===== src/rtl/frame_remap_pkg.sv =====
// frame_remap_pkg: shared mode encodings and engine state enumeration
package frame_remap_pkg;
  typedef enum logic [2:0] {
    M_PASS     = 3'd0,
    M_SHIFT_X  = 3'd1,
    M_SHIFT_Y  = 3'd2,
    M_SCALE    = 3'd3,
    M_MIRROR_H = 3'd4,
    M_MIRROR_V = 3'd5
  } mode_t;
  typedef enum logic [2:0] {IDLE, CALC, RD_REQ, WR_REQ, FRAME_END} state_t;
endpackage


===== src/rtl/frame_remap_addr_gen.sv =====
// frame_remap_addr_gen: maps a destination pixel to source/destination word addresses
// Ports: load (register addresses), mode/value (active transform), x/y (destination pixel),
// sel (ping/pong bases), hit (source inside frame, combinational), src_addr/dst_addr (registered).
module frame_remap_addr_gen
  import frame_remap_pkg::*;
#(
  parameter int ADDR_W    = 32,
  parameter int H_RES     = 1024,
  parameter int V_RES     = 768,
  parameter int MAX_SCALE = 8,
  parameter int SRC_BASE0 = 0,
  parameter int SRC_BASE1 = 2073600,
  parameter int DST_BASE0 = 4147200,
  parameter int DST_BASE1 = 6220800,
  parameter int XW        = 11,
  parameter int YW        = 10
) (
  input  logic              clk,
  input  logic              rst,
  input  logic              load,
  input  logic [2:0]        mode,
  input  logic [11:0]       value,
  input  logic [XW-1:0]     x,
  input  logic [YW-1:0]     y,
  input  logic              sel,
  output logic              hit,
  output logic [ADDR_W-1:0] src_addr,
  output logic [ADDR_W-1:0] dst_addr
);
  localparam int AW = ADDR_W + 2;
  typedef logic signed [AW-1:0] s_t;
  s_t xs, ys, vs, vc, sx, sy, src, dst;
  logic unused_hi;
  always_comb begin
    xs  = s_t'(x);
    ys  = s_t'(y);
    vs  = s_t'(signed'(value));
    vc  = (value == '0) ? s_t'(1) : (value > 12'(MAX_SCALE)) ? s_t'(MAX_SCALE) : s_t'(value);
    sx  = (mode == M_SHIFT_X) ? xs - vs : (mode == M_SCALE) ? xs * vc :
          (mode == M_MIRROR_H) ? s_t'(H_RES - 1) - xs : xs;
    sy  = (mode == M_SHIFT_Y) ? ys - vs : (mode == M_SCALE) ? ys * vc :
          (mode == M_MIRROR_V) ? s_t'(V_RES - 1) - ys : ys;
    hit = !sx[AW-1] && sx < s_t'(H_RES) && !sy[AW-1] && sy < s_t'(V_RES);
    src = (sel ? s_t'(SRC_BASE1) : s_t'(SRC_BASE0)) + sy * s_t'(H_RES) + sx;
    dst = (sel ? s_t'(DST_BASE1) : s_t'(DST_BASE0)) + ys * s_t'(H_RES) + xs;
  end
  assign unused_hi = ^{src[AW-1:ADDR_W], dst[AW-1:ADDR_W]};
  always_ff @(posedge clk or posedge rst) begin
    if (rst) begin
      src_addr <= '0;
      dst_addr <= '0;
    end else if (load) begin
      src_addr <= src[ADDR_W-1:0];
      dst_addr <= dst[ADDR_W-1:0];
    end
  end
endmodule


===== src/rtl/frame_remap_engine.sv =====
// frame_remap_engine: raster frame remapper copying a transformed source frame to a destination frame
// Ports: enable/cfg_* (control and shadowed configuration), rd_* (single-beat read port),
// wr_* (single-beat write port), frame_sel/frame_done/busy/error (status).
module frame_remap_engine
  import frame_remap_pkg::*;
#(
  parameter int                DATA_W    = 64,
  parameter int                ADDR_W    = 32,
  parameter int                H_RES     = 1024,
  parameter int                V_RES     = 768,
  parameter int                MAX_SCALE = 8,
  parameter int                SRC_BASE0 = 0,
  parameter int                SRC_BASE1 = 2073600,
  parameter int                DST_BASE0 = 4147200,
  parameter int                DST_BASE1 = 6220800,
  parameter logic [DATA_W-1:0] FILL      = '0
) (
  input  logic              clk,
  input  logic              rst,
  input  logic              enable,
  input  logic              cfg_valid,
  input  logic [2:0]        cfg_mode,
  input  logic [11:0]       cfg_value,
  output logic              rd_valid,
  input  logic              rd_ready,
  output logic [9:0]        rd_burst_len,
  output logic [ADDR_W-1:0] rd_addr,
  input  logic [DATA_W-1:0] rd_data,
  input  logic              rd_burst_finish,
  output logic              wr_valid,
  input  logic              wr_ready,
  output logic [9:0]        wr_burst_len,
  output logic [ADDR_W-1:0] wr_addr,
  output logic [DATA_W-1:0] wr_data,
  input  logic              wr_burst_finish,
  output logic              frame_sel,
  output logic              frame_done,
  output logic              busy,
  output logic              error
);
  localparam int XW = $clog2(H_RES + 1);
  localparam int YW = $clog2(V_RES + 1);
  state_t state, nxt;
  logic [XW-1:0] x;
  logic [YW-1:0] y;
  logic [2:0] mode, sh_mode;
  logic [11:0] value, sh_value;
  logic hit, last, start, x_end, unused_ready;
  assign x_end        = x == XW'(H_RES - 1);
  assign last         = x_end && y == YW'(V_RES - 1);
  assign start        = (state == IDLE && enable) || state == FRAME_END;
  assign rd_burst_len = 10'd1;
  assign wr_burst_len = 10'd1;
  assign unused_ready = wr_ready;
  frame_remap_addr_gen #(
    .ADDR_W(ADDR_W), .H_RES(H_RES), .V_RES(V_RES), .MAX_SCALE(MAX_SCALE),
    .SRC_BASE0(SRC_BASE0), .SRC_BASE1(SRC_BASE1), .DST_BASE0(DST_BASE0), .DST_BASE1(DST_BASE1),
    .XW(XW), .YW(YW)
  ) u_addr (
    .clk(clk), .rst(rst), .load(state == CALC), .mode(mode), .value(value),
    .x(x), .y(y), .sel(frame_sel), .hit(hit), .src_addr(rd_addr), .dst_addr(wr_addr)
  );
  always_ff @(posedge clk or posedge rst) begin
    if (rst) state <= IDLE;
    else state <= nxt;
  end
  always_comb begin
    nxt = state;
    case (state)
      IDLE:      nxt = enable ? CALC : IDLE;
      CALC:      nxt = hit ? RD_REQ : WR_REQ;
      RD_REQ:    nxt = rd_burst_finish ? WR_REQ : RD_REQ;
      WR_REQ:    nxt = wr_burst_finish ? (last ? FRAME_END : CALC) : WR_REQ;
      FRAME_END: nxt = enable ? CALC : IDLE;
      default:   nxt = IDLE;
    endcase
  end
  always_comb begin
    rd_valid   = state == RD_REQ;
    wr_valid   = state == WR_REQ;
    busy       = state != IDLE;
    frame_done = state == FRAME_END;
  end
  always_ff @(posedge clk or posedge rst) begin
    if (rst) begin
      x         <= '0;
      y         <= '0;
      mode      <= M_PASS;
      value     <= '0;
      sh_mode   <= M_PASS;
      sh_value  <= '0;
      frame_sel <= 1'b0;
      wr_data   <= '0;
      error     <= 1'b0;
    end else begin
      if (cfg_valid) begin
        sh_mode  <= cfg_mode;
        sh_value <= cfg_value;
      end
      // a write landing on the frame-start cycle bypasses the shadow so it governs this frame
      if (start) begin
        mode  <= cfg_valid ? cfg_mode : sh_mode;
        value <= cfg_valid ? cfg_value : sh_value;
      end
      if (state == FRAME_END) begin
        frame_sel <= ~frame_sel;
        x         <= '0;
        y         <= '0;
      end else if (state == WR_REQ && wr_burst_finish && !last) begin
        x <= x_end ? '0 : x + 1'b1;
        y <= x_end ? y + 1'b1 : y;
      end
      if (state == CALC && !hit) wr_data <= FILL;
      if (state == RD_REQ && rd_ready) wr_data <= rd_data;
      if ((rd_burst_finish && state != RD_REQ) || (wr_burst_finish && state != WR_REQ)) error <= 1'b1;
    end
  end
endmodule


===== config.mk =====
export PLATFORM = sky130hd
export DESIGN_NAME = frame_remap_engine
export DESIGN_NICKNAME = d
export VERILOG_FILES = /design/src/rtl/frame_remap_pkg.sv /design/src/rtl/frame_remap_addr_gen.sv /design/src/rtl/frame_remap_engine.sv
export SDC_FILE = /design/constraint.sdc
export NUM_CORES = 1
export LEC_CHECK = 0
export CAP_MARGIN = 25
export CORE_ASPECT_RATIO = 1.25
export CORE_MARGIN = 1
export CORE_UTILIZATION = 35
export DETAILED_ROUTE_END_ITERATION = 16
export DONT_BUFFER_PORTS = 1
export SYNTH_ARGS = -nofsm -noshare
export SYNTH_HDL_FRONTEND = slang
export SYNTH_SLANG_ARGS = --single-unit

===== constraint.sdc =====
create_clock -name clk -period 8.3 [get_ports clk]
set_input_delay 1.245 -clock clk [delete_from_list [all_inputs] [get_ports clk]]
set_output_delay 1.245 -clock clk [all_outputs]
set_load 0.02 [all_outputs]

==> flow_metrics.py, run 1 <==
metrics = {
    "final_layout": {
        "diodes": 0,
        "drive_above_1_share": 0.121,
        "syn2layout_area_growth_pct": 15.4,
        "fillers": 5357,
        "design_area_mm2": 0.0221,
        "post-route-util": 0.410,
        "nNetsFinal": 2790,
    },
    "synth": {
        "synth_compound_area_frac": 0.147,
        "syn_inst": 2089,
        "synthDistinctLibCells": 69,
        "synth-adder-area-share": 0.332,
        "syn_area_mm2": 0.0191,
        "synth_top_area_cell": "dfrtp_1",
        "yosys-top-cells-area": "dfrtp_1 (23%), fa_1 (19%), ha_1 (14%)",
        "yosysWarnings": 0,
        "synth-simple-area-share": 0.116,
        "yosys-top-cells-count": "inv_1 (302), ha_1 (214), nand2_1 (201), fa_1 (184), dfrtp_1 (175)",
        "ys_seq_elements": 175,
        "syn_avg_cell_area_um2": 9.16,
        "yosys.area.top_type_share": 0.229,
        "synthArstFlopShare": 1.00,
        "ys.flop_type": "dfrtp_1",
        "synth_edf_count": 0,
        "synth.area.mux_share": 0.0473,
        "yosysSeqAreaShare": 0.229,
        "synth_xor_area_frac": 0.0380,
        "synth_most_common_cell": "inv_1",
        "synth_top_family_by_area": "adder cells",
    },
    "die": {
        "boundaryPins": 241,
        "core-area_mm2": 0.0538,
        "die_y_um": 263,
        "start_util": 0.355,
        "die-area_mm2": 0.0556,
        "die_x_um": 211,
        "rows": 95,
    },
    "global_routing": {
        "grt_max_degree": 100,
        "grt_pass1_vias": 15600,
        "grt_pass1_wl_mm": 81.3,
        "grt.overflow.total": 0,
        "antenna_found_initial": 0,
        "grtUsageTotal": 0.185,
    },
    "place": {
        "place.port_buffers": 0,
        "dp_hpwl_mm": 40.8,
        "gp_congestion": 0.911,
        "pre_cts_ws_ns": -0.495,
        "dpl_cell_area_mm2": 0.0210,
    },
    "timing": {
        "layout_min_cycle_time_ns": 8.21,
        "setup_violations": 0,
        "rsz0062_at_grt": "yes",
        "min_period_over_period": 0.989,
        "hold_viol_final": 0,
        "fmax_mhz": 122,
        "final.setup_skew_ns": 0.0160,
        "post-route-worst-setup-slack_ns": 0.0925,
        "whs_ns": 0.497,
        "maxSlewViolCount": 0,
        "worst_pin_slew_ns": 0.920,
        "maxSlewHeadroom": 0.387,
    },
    "cts": {
        "cts.clk_slew.worst_paths_ns": 0.08,
        "numCtsBuffers": 17,
        "clk_path_buf_depth": 2,
        "cts_tree": "done",
        "clk_latency_ns": 0.45,
        "clockRootBuffer": "clkbuf_16",
        "clock-sinks": 175,
        "htree_levels": 4,
    },
    "run_status": {
        "outcome": "complete, no violations",
    },
    "setup_path": {
        "required_ns": 8.61,
        "max_stage_delay_ns": 0.52,
        "cp_data_arrival_time_ns": 8.52,
        "end_kind": "flop",
        "cp_common_cell": "fa_1",
        "crit_fanout": 7,
        "cp_slowest_cell": "fa_1",
        "start_kind": "flop",
        "path_class": "reg -> reg",
    },
    "pwr": {
        "p_leak_nw": 11.3,
        "p_int_mw": 4.22,
        "p_seq_frac": 0.184,
        "clkPwrFrac": 0.097,
        "combPwrFrac": 0.719,
        "p_sw_mw": 4.43,
        "power.density_mw_per_mm2": 392,
        "ir_worst_vdd_mv": 0.221,
        "netSwitchingFraction": 0.512,
    },
    "routing": {
        "dr_total_vias": 14900,
        "drt_iter0_drc": 861,
        "via_per_inst": 4.90,
        "ant_nets": 0,
        "dr.pass1.iters": 7,
        "wirelength_mm": 50.3,
        "wl_per_cell_um": 16.5,
        "drc": 0,
    },
    "hold_path": {
        "min_path_type": "reg -> reg",
    },
    "job": {
        "cap_viol_max_count": 0,
    },
}
[cell families (layout without fill, tap and decap cells)]
kind of cell	Yosys count	in the layout
DFF	175	175
muxes	88	88
buffers and inverters	419	451
AOI/OAI and AO/OA	438	438
other	2	199
and+or+nand+nor	486	486
xor gates and xnor gates	83	83
adders and majority gates	398	398
[routing by layer]
layer	wire (um)	GRT usage	up-vias
met3	2410	0.0241	81
met1	19200	0.205	7299
met2	26900	0.351	416
met5	0	0	-
li1	-	-	7139
met4	1830	0.0754	0
[critical path, delay by kind of cell, from the launching register on]
family | cells | cell delay, ns
AOI/OAI and AO/OA | 10 | 1.68
adders and majority gates | 8 | 3.14
xor gates and xnor gates | 2 | 0.40
DFF | 1 | 0.40
and+or+nand+nor | 7 | 1.36
buffers and inverters | 10 | 1.05
[sequential cells by signal, indices dropped and copies added (netlist names)]
| signal | cells |
|---|---|
| wr_data | 64 |
| value | 12 |
| frame_sel | 1 |
| u_addr.dst_addr | 23 |
| mode | 3 |
| sh_mode | 3 |
| error | 1 |
| sh_value | 12 |
| y | 10 |
| x | 11 |
| u_addr.src_addr | 32 |
| state | 3 |
[power by group through the flow]
stage                     Sequential (mW)  Combinational (mW)  Clock [mW]
after detailed placement             1.60                5.65           0
final                                1.59                6.22       0.842
after global routing                 1.62                6.98       0.891
after CTS                            1.59                5.78       0.861
after global placement               1.60                5.58           0
after floorplan                      1.53                4.09           0
[cell type report]
class / count / area [um^2] / area share
well taps: 727 / 910 / 0.0412
flip-flops and latches: 175 / 4380 / 0.198
clock buffers: 18 / 429 / 0.0194
repair buffers: 116 / 962 / 0.0436
clock inverters: 14 / 174 / 0.00788
inverters: 303 / 1140 / 0.0517
multi-input cells: 1692 / 14100 / 0.638
[metrics by stage]
stage               power (mW)  instances  setup TNS, ns
finish                    8.66       3045              0
global route              9.49       3045         -0.674
CTS                       8.24       3039              0
detailed placement        7.25       3004          -2.47
global placement          7.18       3004          -2.96
floorplan                 5.61       2286              0
[final timing paths]
path                            slack, ns  depth (start not counted)        start             endpoint
worst min register to register       0.50                          1  sh_value[7]          sh_value[7]
worst max register to register       0.09                         37     value[5]  u_addr.src_addr[30]
worst min-delay path                 0.50                          1  sh_value[7]          sh_value[7]
min in group asynchronous            0.82                          1          rst          wr_data[25]
max in group asynchronous            6.41                          3          rst  u_addr.src_addr[16]
worst max-delay path                 0.09                         37     value[5]  u_addr.src_addr[30]
[placed cells by master (no fill, tap or decap), drive strengths merged, types with 20 or more instances in the layout]
cell    instances
nor3           31
xor2           41
a21o           32
mux2           20
o21ai         125
mux2i          68
xnor2          42
a31oi          20
a21oi         154
nand2         201
fa            184
dfrtp         175
ha            214
conb          199
nand2b         32
inv           310
and2           23
nor2          117
buf           116
[repair_timing]
item,4_1_cts,5_1_grt
gates resized for setup,18,56
pin swaps,4,40
setup buffers,3,5
hold buffers,0,0
endpoints found under the setup margin,9,19
Note: power is estimated with default switching activity, not from simulation.
==> run 2, diff against run 1 <==
- SLEW_MARGIN: not set -> 30
==> flow_metrics.py, run 2 (synthesis gave the netlist of run 1 again) <==
metrics = {
    "cts": {
        "clk_path_buf_depth": 2,
        "htree_levels": 4,
        "clockRootBuffer": "clkbuf_16",
        "cts_tree": "done",
        "clk_latency_ns": 0.45,
        "cts.clk_slew.worst_paths_ns": 0.08,
        "clock-sinks": 175,
        "numCtsBuffers": 17,
    },
    "place": {
        "place_inst": 3004,
        "dp_hpwl_mm": 40.8,
        "place.port_buffers": 0,
        "gp_congestion": 0.911,
    },
    "timing": {
        "maxSlewViolCount": 0,
        "setup_violations": 0,
        "worst_pin_slew_ns": 0.918,
        "hold_viol_final": 0,
        "maxSlewHeadroom": 0.387,
        "min_period_over_period": 0.990,
        "fmax_mhz": 122,
        "final.setup_skew_ns": 0.0139,
        "whs_ns": 0.498,
        "rsz0062_at_grt": "yes",
        "layout_min_cycle_time_ns": 8.21,
    },
    "routing": {
        "ant_nets": 0,
        "dr.pass1.iters": 5,
        "wl_per_cell_um": 16.5,
        "dr_total_vias": 14900,
        "drc": 0,
        "via_per_inst": 4.91,
        "wirelength_mm": 50.3,
        "drt_iter0_drc": 857,
    },
    "final_layout": {
        "top_regs": "wr_data x64, u_addr.src_addr x32, u_addr.dst_addr x23",
        "final_common_cell": "inv_1",
        "nNetsFinal": 2789,
        "syn2layout_area_growth_pct": 15.3,
        "regMostFlops": "wr_data",
        "largest_reg_flops": 64,
        "final_cells": 3044,
        "post-route-util": 0.410,
        "drive_above_1_share": 0.121,
        "diodes": 0,
        "final_cell_mix": "inv_1 (299), ha_1 (207), nand2_1 (199), conb_1 (199), fa_1 (181)",
    },
    "global_routing": {
        "grt_pass1_wl_mm": 81.3,
        "antenna_found_initial": 0,
        "grt.overflow.total": 0,
        "grtUsageTotal": 0.185,
        "grt_max_degree": 100,
        "grt_pass1_vias": 15600,
    },
    "die": {
        "die_x_um": 211,
        "die-area_mm2": 0.0556,
        "core-area_mm2": 0.0538,
        "die_y_um": 263,
        "start_util": 0.355,
        "rows": 95,
        "boundaryPins": 241,
    },
    "setup_path": {
        "crit_fanout": 7,
        "crit_family": "adder cells",
        "r2r_slack_ns": 0.09,
        "max_stage_delay_ns": 0.52,
        "path_class": "reg -> reg",
        "end_kind": "flop",
        "required_ns": 8.61,
        "cp_slowest_cell": "fa_1",
        "cp_data_arrival_time_ns": 8.52,
        "worst-path-buf-inv": 10,
        "start_kind": "flop",
        "cp_common_cell": "fa_1",
    },
    "hold_path": {
        "min_path_type": "reg -> reg",
    },
    "pwr": {
        "power.density_mw_per_mm2": 392,
        "ir_worst_vdd_mv": 0.221,
        "p_leak_nw": 11.3,
    },
    "run_status": {
        "outcome": "complete, no violations",
    },
    "job": {
        "cap_viol_max_count": 0,
    },
}
## run 2: cell count changes in the layout (fill, tap and decap cells not counted)
cell    change
buf_16      -1
inv_8       +1
inv_6       -1
buf_4       -1
buf_6       +1
## run 2: routing by layer
metal | up-vias | track usage | share of wire
met4 | 0 | 0.0754 | 0.036
met1 | 7298 | 0.205 | 0.38
li1 | 7133 | - | -
met2 | 433 | 0.351 | 0.53
met5 | - | 0 | 0
met3 | 84 | 0.0241 | 0.050
## run 2: timing repair
action,in CTS,in global routing
pin swaps,4,40
endpoints found under the setup margin,9,19
buffers inserted,3,5
gates resized for setup,18,56
gates cloned,0,0
hold buffers,0,0
## run 2: path summary, 6_finish.rpt
check	to	start	depth (start not counted)
max	u_addr.src_addr[30]	value[5]	37
min	sh_value[7]	sh_value[7]	1
max reg2reg	u_addr.src_addr[30]	value[5]	37
min reg2reg	sh_value[7]	sh_value[7]	1
max in group asynchronous	u_addr.src_addr[17]	rst	2
min in group asynchronous	wr_data[25]	rst	1
## run 2: area by class of cell
type | instances | area [um^2]
Tap cell | 727 | 910
Clock inverter | 14 | 174
Clock buffer | 18 | 429
Sequential cell | 175 | 4380
Fill cell | 5356 | 31800
Inverter | 303 | 1140
Multi-Input combinational cell | 1692 | 14100
Timing Repair Buffer | 115 | 938
## run 2: through the flow
step	setup TNS [ns]	total power, mW	worst slack, ns	area, um^2
floorplan	0	5.61	0.0977	19900
global placement	-2.96	7.18	-0.529	21000
detailed placement	-2.47	7.25	-0.495	21000
CTS	0	8.24	0.000169	21800
global route	-0.674	9.49	-0.246	22100
finish	0	8.66	0.0865	22100
## run 2: worst register-to-register path, delay by kind of cell, from the launching register on
family                   cells  cell delay (ns)
adder cells (fa/ha/maj)      8             3.14
XOR/XNOR                     2             0.40
buffers and inverters       10             1.05
AND/OR/NAND/NOR              7             1.36
AO/OA/AOI/OAI               10             1.69
flip-flops                   1             0.40
## run 2: power by group
| part | leakage [nW] | switching [mW] | total, mW | internal [mW] |
|---|---|---|---|---|
| registers | 2.24 | 0.469 | 1.59 | 1.12 |
| logic | 8.79 | 3.58 | 6.22 | 2.64 |
| clock network | 0.296 | 0.383 | 0.839 | 0.457 |
| total | 11.3 | 4.44 | 8.66 | 4.22 |
